**config.mk**
```make
export PLATFORM = sky130hd
export DESIGN_NAME = alu_seq
export DESIGN_NICKNAME = d
export VERILOG_FILES = /design/src/rtl/alu_pkg.sv /design/src/rtl/alu_seq_muldiv.sv /design/src/rtl/alu_seq.sv
export SDC_FILE = /design/constraint.sdc
export NUM_CORES = 1
export LEC_CHECK = 0
export ABC_CLOCK_PERIOD_IN_PS = 11900
export BUFFER_PORTS_ARGS = -buffer_cell sky130_fd_sc_hd__buf_2
export CAP_MARGIN = 20
export CORE_ASPECT_RATIO = 1.2
export CORE_UTILIZATION = 45
export DETAILED_ROUTE_END_ITERATION = 8
export GPL_ROUTABILITY_DRIVEN = 0
export SETUP_SLACK_MARGIN = 0.15
export SLEW_MARGIN = 20
export SYNTH_ARGS = -nofsm -noshare
export SYNTH_HDL_FRONTEND = slang
export SYNTH_SLANG_ARGS = --single-unit
```
**constraint.sdc**
```tcl
create_clock -name clk -period 11.9 [get_ports clk]
set_input_delay 0.595 -clock clk [delete_from_list [all_inputs] [get_ports clk]]
set_output_delay 0.595 -clock clk [all_outputs]
set_load 0.02 [all_outputs]
```
**src/rtl/alu_pkg.sv**
```systemverilog
// Shared opcode encodings and FSM state type for the sequential ALU.
package alu_pkg;

    localparam logic [2:0] OP_ADD  = 3'b000;
    localparam logic [2:0] OP_SUB  = 3'b001;
    localparam logic [2:0] OP_MUL  = 3'b010;
    localparam logic [2:0] OP_DIVU = 3'b011;
    localparam logic [2:0] OP_SLT  = 3'b100;
    localparam logic [2:0] OP_REMU = 3'b101;

    typedef enum logic [1:0] {
        S_IDLE,
        S_EXEC,
        S_DONE
    } state_e;

endpackage

```
**src/rtl/alu_seq_muldiv.sv**
```systemverilog
// Iterative shift-add multiplier / restoring divider, one bit per cycle over WIDTH cycles.
// prod/quot/rem present the value being written this cycle, so they are final while done=1.
module alu_seq_muldiv #(
    parameter int unsigned WIDTH = 32
) (
    input  logic             clk,
    input  logic             rst_n,
    input  logic             start,
    input  logic             op,      // 0: multiply, 1: divide
    input  logic [WIDTH-1:0] a,
    input  logic [WIDTH-1:0] b,
    output logic             done,
    output logic [WIDTH-1:0] prod,
    output logic [WIDTH-1:0] quot,
    output logic [WIDTH-1:0] rem
);

    localparam int unsigned CntW = $clog2(WIDTH) + 1;
    localparam logic [CntW-1:0] CntLast = CntW'(WIDTH - 1);

    logic [WIDTH-1:0] acc_q, acc_d;
    logic [WIDTH-1:0] ra_q, ra_d;
    logic [WIDTH-1:0] rb_q, rb_d;
    logic [CntW-1:0]  cnt_q, cnt_d;
    logic             run_q, run_d;
    logic             op_q, op_d;
    logic [WIDTH:0]   rem_shift;
    logic [WIDTH:0]   diff;

    // Multiply: acc += ra[0] ? rb : 0, ra >>= 1, rb <<= 1.
    // Divide: ra shifts the dividend out and the quotient in; acc holds the partial remainder.
    always_comb begin
        acc_d     = acc_q;
        ra_d      = ra_q;
        rb_d      = rb_q;
        cnt_d     = cnt_q;
        run_d     = run_q;
        op_d      = op_q;
        rem_shift = '0;
        diff      = '0;
        if (start) begin
            acc_d = '0;
            ra_d  = a;
            rb_d  = b;
            cnt_d = '0;
            run_d = 1'b1;
            op_d  = op;
        end else if (run_q) begin
            if (op_q) begin
                rem_shift = {acc_q, ra_q[WIDTH-1]};
                diff      = rem_shift - {1'b0, rb_q};
                if (diff[WIDTH]) begin
                    acc_d = rem_shift[WIDTH-1:0];
                    ra_d  = {ra_q[WIDTH-2:0], 1'b0};
                end else begin
                    acc_d = diff[WIDTH-1:0];
                    ra_d  = {ra_q[WIDTH-2:0], 1'b1};
                end
            end else begin
                acc_d = acc_q + (ra_q[0] ? rb_q : '0);
                ra_d  = ra_q >> 1;
                rb_d  = rb_q << 1;
            end
            cnt_d = cnt_q + CntW'(1);
            if (cnt_q == CntLast) begin
                run_d = 1'b0;
            end
        end
    end

    always_ff @(posedge clk or negedge rst_n) begin
        if (!rst_n) begin
            acc_q <= '0;
            ra_q  <= '0;
            rb_q  <= '0;
            cnt_q <= '0;
            run_q <= 1'b0;
            op_q  <= 1'b0;
        end else begin
            acc_q <= acc_d;
            ra_q  <= ra_d;
            rb_q  <= rb_d;
            cnt_q <= cnt_d;
            run_q <= run_d;
            op_q  <= op_d;
        end
    end

    assign done = run_q && (cnt_q == CntLast);
    assign prod = acc_d;
    assign quot = ra_d;
    assign rem  = acc_d;

endmodule

```
**src/rtl/alu_seq.sv**
```systemverilog
// Sequential ALU: single-cycle add/sub/slt, iterative mul/divu/remu, registered result/zero/err.
module alu_seq
    import alu_pkg::*;
#(
    parameter int unsigned WIDTH = 32
) (
    input  logic             clk,
    input  logic             rst_n,
    input  logic             start,
    input  logic [2:0]       alu_con,
    input  logic [WIDTH-1:0] data_a,
    input  logic [WIDTH-1:0] data_b,
    output logic             busy,
    output logic             done,
    output logic [WIDTH-1:0] result,
    output logic             zero,
    output logic             err
);

    state_e           state_q, state_d;
    logic [2:0]       op_q;
    logic [WIDTH-1:0] a_q, b_q;
    logic [WIDTH-1:0] result_q, res_calc;
    logic             zero_q, err_q, err_calc;
    logic             accept, capture, iter_op, md_start;
    logic             md_done;
    logic [WIDTH-1:0] md_prod, md_quot, md_rem;
    logic             b_is_zero;

    assign accept  = start && (state_q == S_IDLE);
    assign capture = (state_q == S_EXEC) && (state_d == S_DONE);

    // Division by zero never enters the iterative datapath.
    assign md_start = accept && ((alu_con == OP_MUL) ||
                      (((alu_con == OP_DIVU) || (alu_con == OP_REMU)) && (data_b != '0)));

    assign b_is_zero = (b_q == '0);
    assign iter_op   = (op_q == OP_MUL) ||
                       (((op_q == OP_DIVU) || (op_q == OP_REMU)) && !b_is_zero);

    alu_seq_muldiv #(
        .WIDTH(WIDTH)
    ) u_muldiv (
        .clk  (clk),
        .rst_n(rst_n),
        .start(md_start),
        .op   (alu_con != OP_MUL),
        .a    (data_a),
        .b    (data_b),
        .done (md_done),
        .prod (md_prod),
        .quot (md_quot),
        .rem  (md_rem)
    );

    always_comb begin
        res_calc = '0;
        err_calc = 1'b0;
        case (op_q)
            OP_ADD:  res_calc = a_q + b_q;
            OP_SUB:  res_calc = a_q - b_q;
            OP_SLT:  res_calc = {{(WIDTH-1){1'b0}}, ($signed(a_q) < $signed(b_q))};
            OP_MUL:  res_calc = md_prod;
            OP_DIVU: begin
                res_calc = b_is_zero ? '1 : md_quot;
                err_calc = b_is_zero;
            end
            OP_REMU: begin
                res_calc = b_is_zero ? a_q : md_rem;
                err_calc = b_is_zero;
            end
            default: begin
                res_calc = '0;
                err_calc = 1'b1;
            end
        endcase
    end

    always_ff @(posedge clk or negedge rst_n) begin
        if (!rst_n) begin
            state_q <= S_IDLE;
        end else begin
            state_q <= state_d;
        end
    end

    always_comb begin
        state_d = state_q;
        unique case (state_q)
            S_IDLE: if (start) state_d = S_EXEC;
            S_EXEC: if (!iter_op || md_done) state_d = S_DONE;
            S_DONE: state_d = S_IDLE;
            default: state_d = S_IDLE;
        endcase
    end

    always_comb begin
        busy = (state_q != S_IDLE);
        done = (state_q == S_DONE);
    end

    always_ff @(posedge clk or negedge rst_n) begin
        if (!rst_n) begin
            op_q     <= '0;
            a_q      <= '0;
            b_q      <= '0;
            result_q <= '0;
            zero_q   <= 1'b0;
            err_q    <= 1'b0;
        end else begin
            if (accept) begin
                op_q <= alu_con;
                a_q  <= data_a;
                b_q  <= data_b;
            end
            if (capture) begin
                result_q <= res_calc;
                zero_q   <= (res_calc == '0);
                err_q    <= err_calc;
            end
        end
    end

    assign result = result_q;
    assign zero   = zero_q;
    assign err    = err_q;

endmodule

```
Yosys cells after proc, flatten, opt, wreduce, memory -nomap -nowiden --
Index checks and enable logic that the tools add are counted.
Storage, ports and cells: register bits after elaboration 207, input port bits 70, output and inout bits 36
Cells by class: add/subtract/negate cells 5, order comparisons 1, equality and inequality tests 14, muxes and demuxes 24, reductions and logical operators 23
Operators by type and width (number):
- 32-bit 2-to-1 mux | 13
- 32-bit one-hot mux with 6 select lines | 1
- 32-bit adder | 2
- 32-bit logical NOT | 2
- 33-bit by 32-bit subtractor with 33-bit output | 1
- 32-bit less-than comparator | 1
- 32-bit nonzero test | 1
- 32-bit subtractor | 1
- 3-bit by 2-bit equality test with 1-bit output (second input constant) | 4
- 6-bit 2-to-1 mux | 2
- 3-bit equality test (second input constant) | 3
- 6-bit by 1-bit adder with 6-bit output (second input constant) | 1
- 6-bit by 5-bit equality test with 1-bit output (second input constant) | 1
- 1-bit logical AND | 6
- 1-bit logical OR | 5
- 2-bit equality test (second input constant) | 2
- 1-bit 2-to-1 mux | 4
- 2-bit 2-to-1 mux | 2
- 2-bit one-hot mux with 2 select lines | 1
- 2-bit nonzero test | 2
- 4-bit OR reduction | 1
- 3-bit by 1-bit equality test with 1-bit output (second input constant) | 1
- 3-bit logical NOT | 1
- 3-bit by 2-bit != test with 1-bit output (second input constant) | 1
- 7 further kinds | 8

Longest topological paths before layout --
word-level depth 10, gate-level depth with buffers 18

By module --
Synthesis repeated with hierarchy kept, for this count alone.
Second synthesis, totals: cells, all modules 2279, area, all modules 17999.8 um^2
By module, submodules not included:
- alu_seq | instances 1, cells an instance 1135, area each 9078.7 um^2
- alu_seq_muldiv | instances 1, cells an instance 1144, area each 8921.1 um^2

Worst setup path before layout --
OpenSTA, ideal clock, no wires.
path type register to register, start point reg u_muldiv.ra_q[0], end point reg zero_q (netlist: zero), setup time 0.067 ns, arrival 3.972 ns, data required time 11.833 ns, path slack 7.861 ns, stages on the path, launching flop included 18, buffers on the path 1, period minus slack after synthesis 4.039 ns, cells stage by stage dfrtp_1 > clkbuf_1 > and2_1 > ha_1 > inv_1 > fa_1 > nor2b_1 > o2111ai_1 > a2111o_1 > a21oi_1 > o31ai_1 > o31ai_1 > nor3_1 > a221oi_2 > o211ai_1 > or4_1 > nor4b_2 > a32o_1
On the way: longest elaborated chain between the ends 8
RTL lines:
- start, declared | RTL line alu_seq_muldiv.sv:22 | logic [WIDTH-1:0] ra_q, ra_d;
- start signal, assigned | RTL line alu_seq_muldiv.sv:81 | ra_q <= ra_d;
- 32-bit 2-to-1 mux | RTL line alu_seq_muldiv.sv:60 | acc_d = acc_q + (ra_q[0] ? rb_q : '0);
- 32-bit adder | RTL line alu_seq_muldiv.sv:60
- 32-bit 2-to-1 mux | RTL line alu_seq_muldiv.sv:49 | if (op_q) begin
- 32-bit 2-to-1 mux | RTL line alu_seq_muldiv.sv:48 | end else if (run_q) begin
- 32-bit 2-to-1 mux | RTL line alu_seq_muldiv.sv:41 | if (start) begin
- 32-bit 2-to-1 mux | RTL line alu_seq.sv:69 | res_calc = b_is_zero ? a_q : md_rem;
- 32-bit one-hot mux with 6 select lines * | RTL line alu_seq.sv:59 | case (op_q)
- 32-bit logical NOT * | RTL line alu_seq.sv:118 | zero_q <= (res_calc == '0);
- end signal, assigned | RTL line alu_seq.sv:118
- end, declared | RTL line alu_seq.sv:24 | logic zero_q, err_q, err_calc;
Mark *: on every way between the ends. The rest lies on a longest branch, timed or not. A chain may end at the register's enable or synchronous reset.

Final worst setup path --
start point reg a_q[0], end point reg zero_q (netlist: zero)
On the way: longest elaborated chain between the ends 3
RTL lines:
- start, declared | RTL line alu_seq.sv:22 | logic [WIDTH-1:0] a_q, b_q;
- start signal, assigned | RTL line alu_seq.sv:113 | a_q <= data_a;
- 32-bit subtractor (tied with other cells) | RTL line alu_seq.sv:61 | OP_SUB: res_calc = a_q - b_q;
- 32-bit one-hot mux with 6 select lines * | RTL line alu_seq.sv:59
- 32-bit logical NOT * | RTL line alu_seq.sv:118
Marked as above.

==> impl_results.md <==
- Fillcell total: 3,916
- Final Hold Slack: between 0.06 and 0.07 ns
- CP most frequent cell: sky130_fd_sc_hd__o211ai_1
- Combined area of all synthesized cells: about 18,000 sq um
- Reg2Reg Capture Point: zero
- Met1 capacity usage during global routing: 45.19%
- Clock sink total: between 200 and 250
- Relative slew slack: 23.97%
- Final net count: 2,591
- Worst path required time: 12.38 ns
- Post-synth EDFFs: 0
- Most used DFF post-synth: sky130_fd_sc_hd__dfrtp_1
- Detail Placement HPWL: between 50,000 and 60,000 um
- Fin. Hold Viols: 0
- Final min period: 5.298 ns
- Post-synthesis sequential area ratio: roughly 28%
- Inst Count DP: 2,895
- Yosys warns: 0
- Number of antenna violations at the first check in global routing: 1
- Core box area: 40,140 sq um
- Result of the run: completed
- Worst Setup Start Kind: flip-flop
- Worst Reg-to-Reg Cells: 17
- Die extent in x: 187.0 um
- Synthesized area divided by synthesized cell count: approximately 7.8 sq um
- Maximum number of pins on one net before global-route repair: 90
- Synthesis-stage register bit count: 207
- Max Cap Violations: 0
- Path type of the worst min-delay path: in -> async
- Post-synthesis async set-or-reset flop share: 100.0%
- Syn Nets: roughly 2,600
- Met3 Track Usage GR: 4.120%
- CP peak stage delay: 0.75 ns
- Slew at the pin closest to its max-slew limit: 1.136 ns
- Die area: 41,880 sq um
- Number of pins with negative max-slew slack in the final report: 0
- Post-Synthesis Cells: 2,372
- Vias in the first global route: 17,480
- Max Clock Skew: 0.02165 ns
- Final worst-path cycle share: 44.52%
- Cell types with the largest area share after synthesis: sky130_fd_sc_hd__dfrtp_1 28%, sky130_fd_sc_hd__ha_1 8.6%, sky130_fd_sc_hd__o21ai_0 7.6%
- FMAX: ~190 MHz
- FF/Latch Area: around 5200 sq um
- Area share of the largest cell type after synthesis: 28.03%
- Cell area after layout: 20,140 sq um
- Row Count: 80
- Setup CP Type: reg -> reg
- Ordered list of cells on the worst path: inv_1, ha_1, inv_1, fa_1, a211oi_1, o211ai_1, a31oi_1, a21oi_1, o41ai_1, nor4_1, o31ai_1, o211ai_1, a21oi_1, o211ai_1, a2111oi_0, nor4b_2, a32o_1
- Detail Route Antenna Nets: 0
- Reg-to-reg slack, setup: 6.60 ns
- Clock root buffer: sky130_fd_sc_hd__clkbuf_16
- Violation count after the first detailed-routing iteration: between 2,000 and 2,500
- Total wire length: around 69,000 um
- Distinct cell type count of the synthesized netlist: 101
- Largest area contributor in the netlist: sky130_fd_sc_hd__dfrtp_1
- Post-cts gate resize count: 0
- Global Route Usage Sum: 32.33%
- Longest Clk Path Bufs: 3
- 1st-pass router iterations: 6
- Setup violations, final: 0
- Total clock buffers created by CTS: 26
- Deepest level of the CTS H-tree: 1
- Library cell with the highest instance count after synthesis: sky130_fd_sc_hd__nand2_1
- Share of final-layout standard cells stronger than drive strength 1: between 10% and 20%
- CP endpoint kind: flip-flop
- Area added between synthesis and finish: 8.978%
- Peak-usage layer in the global routing report: met2
- Launching instance or port of the critical path: a_q[0]
- Total number of vias: 18,700
- Slowest library cell on the worst path: sky130_fd_sc_hd__o41ai_1
- Arrival time at the worst endpoint: between 5 and 6 ns
- CTS Hold Buffers Added: 0
- DRC violation count after routing: 0
- Startpoint of the lowest-slack register-to-register path: a_q[0]
- CTS tree: done
- Clock transition at path regs: 0.06 ns
- Met2 layer usage reported by global route: between 50% and 60%
- Count of buffers inserted at the top-level ports: 105
- Wire length per cell: between 20 and 25 um
- Initial cell density of the core: 46.04%
- Critical Path Fanout Max: 5
- Placed Area: 19,240 sq um
- Total Neg Setup Slack: 0 ns
- Height of the chip: 224.0 um
- Non-filler cells in the finished layout: 2,944
- Via/cell ratio: 6.351
- RSZ-0062 raised after global routing: false
- Number of buffers inserted to repair setup after CTS: 0
- Remaining global-route overflow: 0
- Clk_lat worst skew: 0.56 ns
- Number of top-level design ports: 106
- Global-route wire length before repair: 104,900 um
- List of most frequent post-synthesis cells: 301 x sky130_fd_sc_hd__nand2_1, 280 x sky130_fd_sc_hd__o21ai_0, 235 x sky130_fd_sc_hd__a21oi_1
- Area taken by multi-input logic gates: roughly 12,000 sq um
## how the worst max path moves through the flow
stage,cells past startpoint,endpoint,slack [ns]
after floorplan,17,zero,7.86
after global routing,17,zero,6.38
final,17,zero,6.60
after detailed placement,16,zero,6.74
after CTS,16,zero,6.70
after global placement,16,zero,6.87
## per-layer routing
metal,part of all wire (%),up-vias
met5,0,-
met1,43,8975
met4,4.4,0
met2,44,935
li1,-,8644
met3,8.4,143
## registers in the layout (all words and copies together), names as in the netlist, 2 cells and up
register	flops
u_muldiv.acc_q	32
u_muldiv.ra_q	32
b_q	32
state_q	2
u_muldiv.rb_q	32
a_q	32
op_q	3
u_muldiv.cnt_q	6
result	32
## stage by stage
step	worst slack, ns	util, %
after detailed placement	6.739	47.93
after global routing	6.377	50.17
after global placement	6.870	47.93
after CTS	6.702	50.17
after floorplan	7.861	-
final	6.602	50.17
## placed cells by master, fill, tap and decap left out, drive strengths merged, types with 17 or more instances in the layout
master,synthesis,layout
o31ai,23,23
buf,24,134
mux2i,40,40
mux2,52,52
clkbuf,120,35
o21ai,286,286
nand2b,21,21
o211ai,37,37
nand2,302,302
dfrtp,207,207
nor2b,17,17
and2,44,44
o21bai,17,17
xnor2,37,37
xor2,29,29
a21oi,239,239
o21a,24,24
nor3,44,44
nor2,178,178
nor4,25,25
o22ai,18,18
a21o,39,39
nand4,23,23
inv,116,117
ha,127,127
nand3,41,41
a211oi,33,33
a31oi,23,23
## cell families (layout without fill, tap and decap cells)
kind of cell             count (synthesis)  in the layout  synth area share (%)
AO/OA/AOI/OAI                          871            871                 29.62
AND/OR/NAND/NOR                        743            743                 18.59
buffers and inverters                  261            299                 6.209
flip-flops                             207            207                 28.03
adder cells (fa/ha/maj)                132            132                 9.087
multiplexers                            92             92                 5.335
XOR/XNOR                                66             66                 3.128
other                                    0              1                     0
## worst max-delay path: cells and delay by family (launching register included)
family / cells / cell delay, ns
buffers and inverters: 2 / 0.19
adders and majority gates: 2 / 0.62
DFF: 1 / 0.40
AOI/OAI and AO/OA: 11 / 3.59
and+or+nand+nor: 2 / 0.40
## layout make-up
cell class / instances / area share, %
Inverter: 117 / 2.181
Tap cell: 533 / 3.312
Multi-Input combinational cell: 1904 / 60.56
Antenna cell: 1 / 0.01243
Clock inverter: 13 / 0.7953
Timing Repair Buffer: 134 / 3.740
Sequential cell: 207 / 25.75
Clock buffer: 35 / 3.653
Power is not shown: default switching activity piles up to over one toggle a cycle in this logic, so the estimate is an artifact.
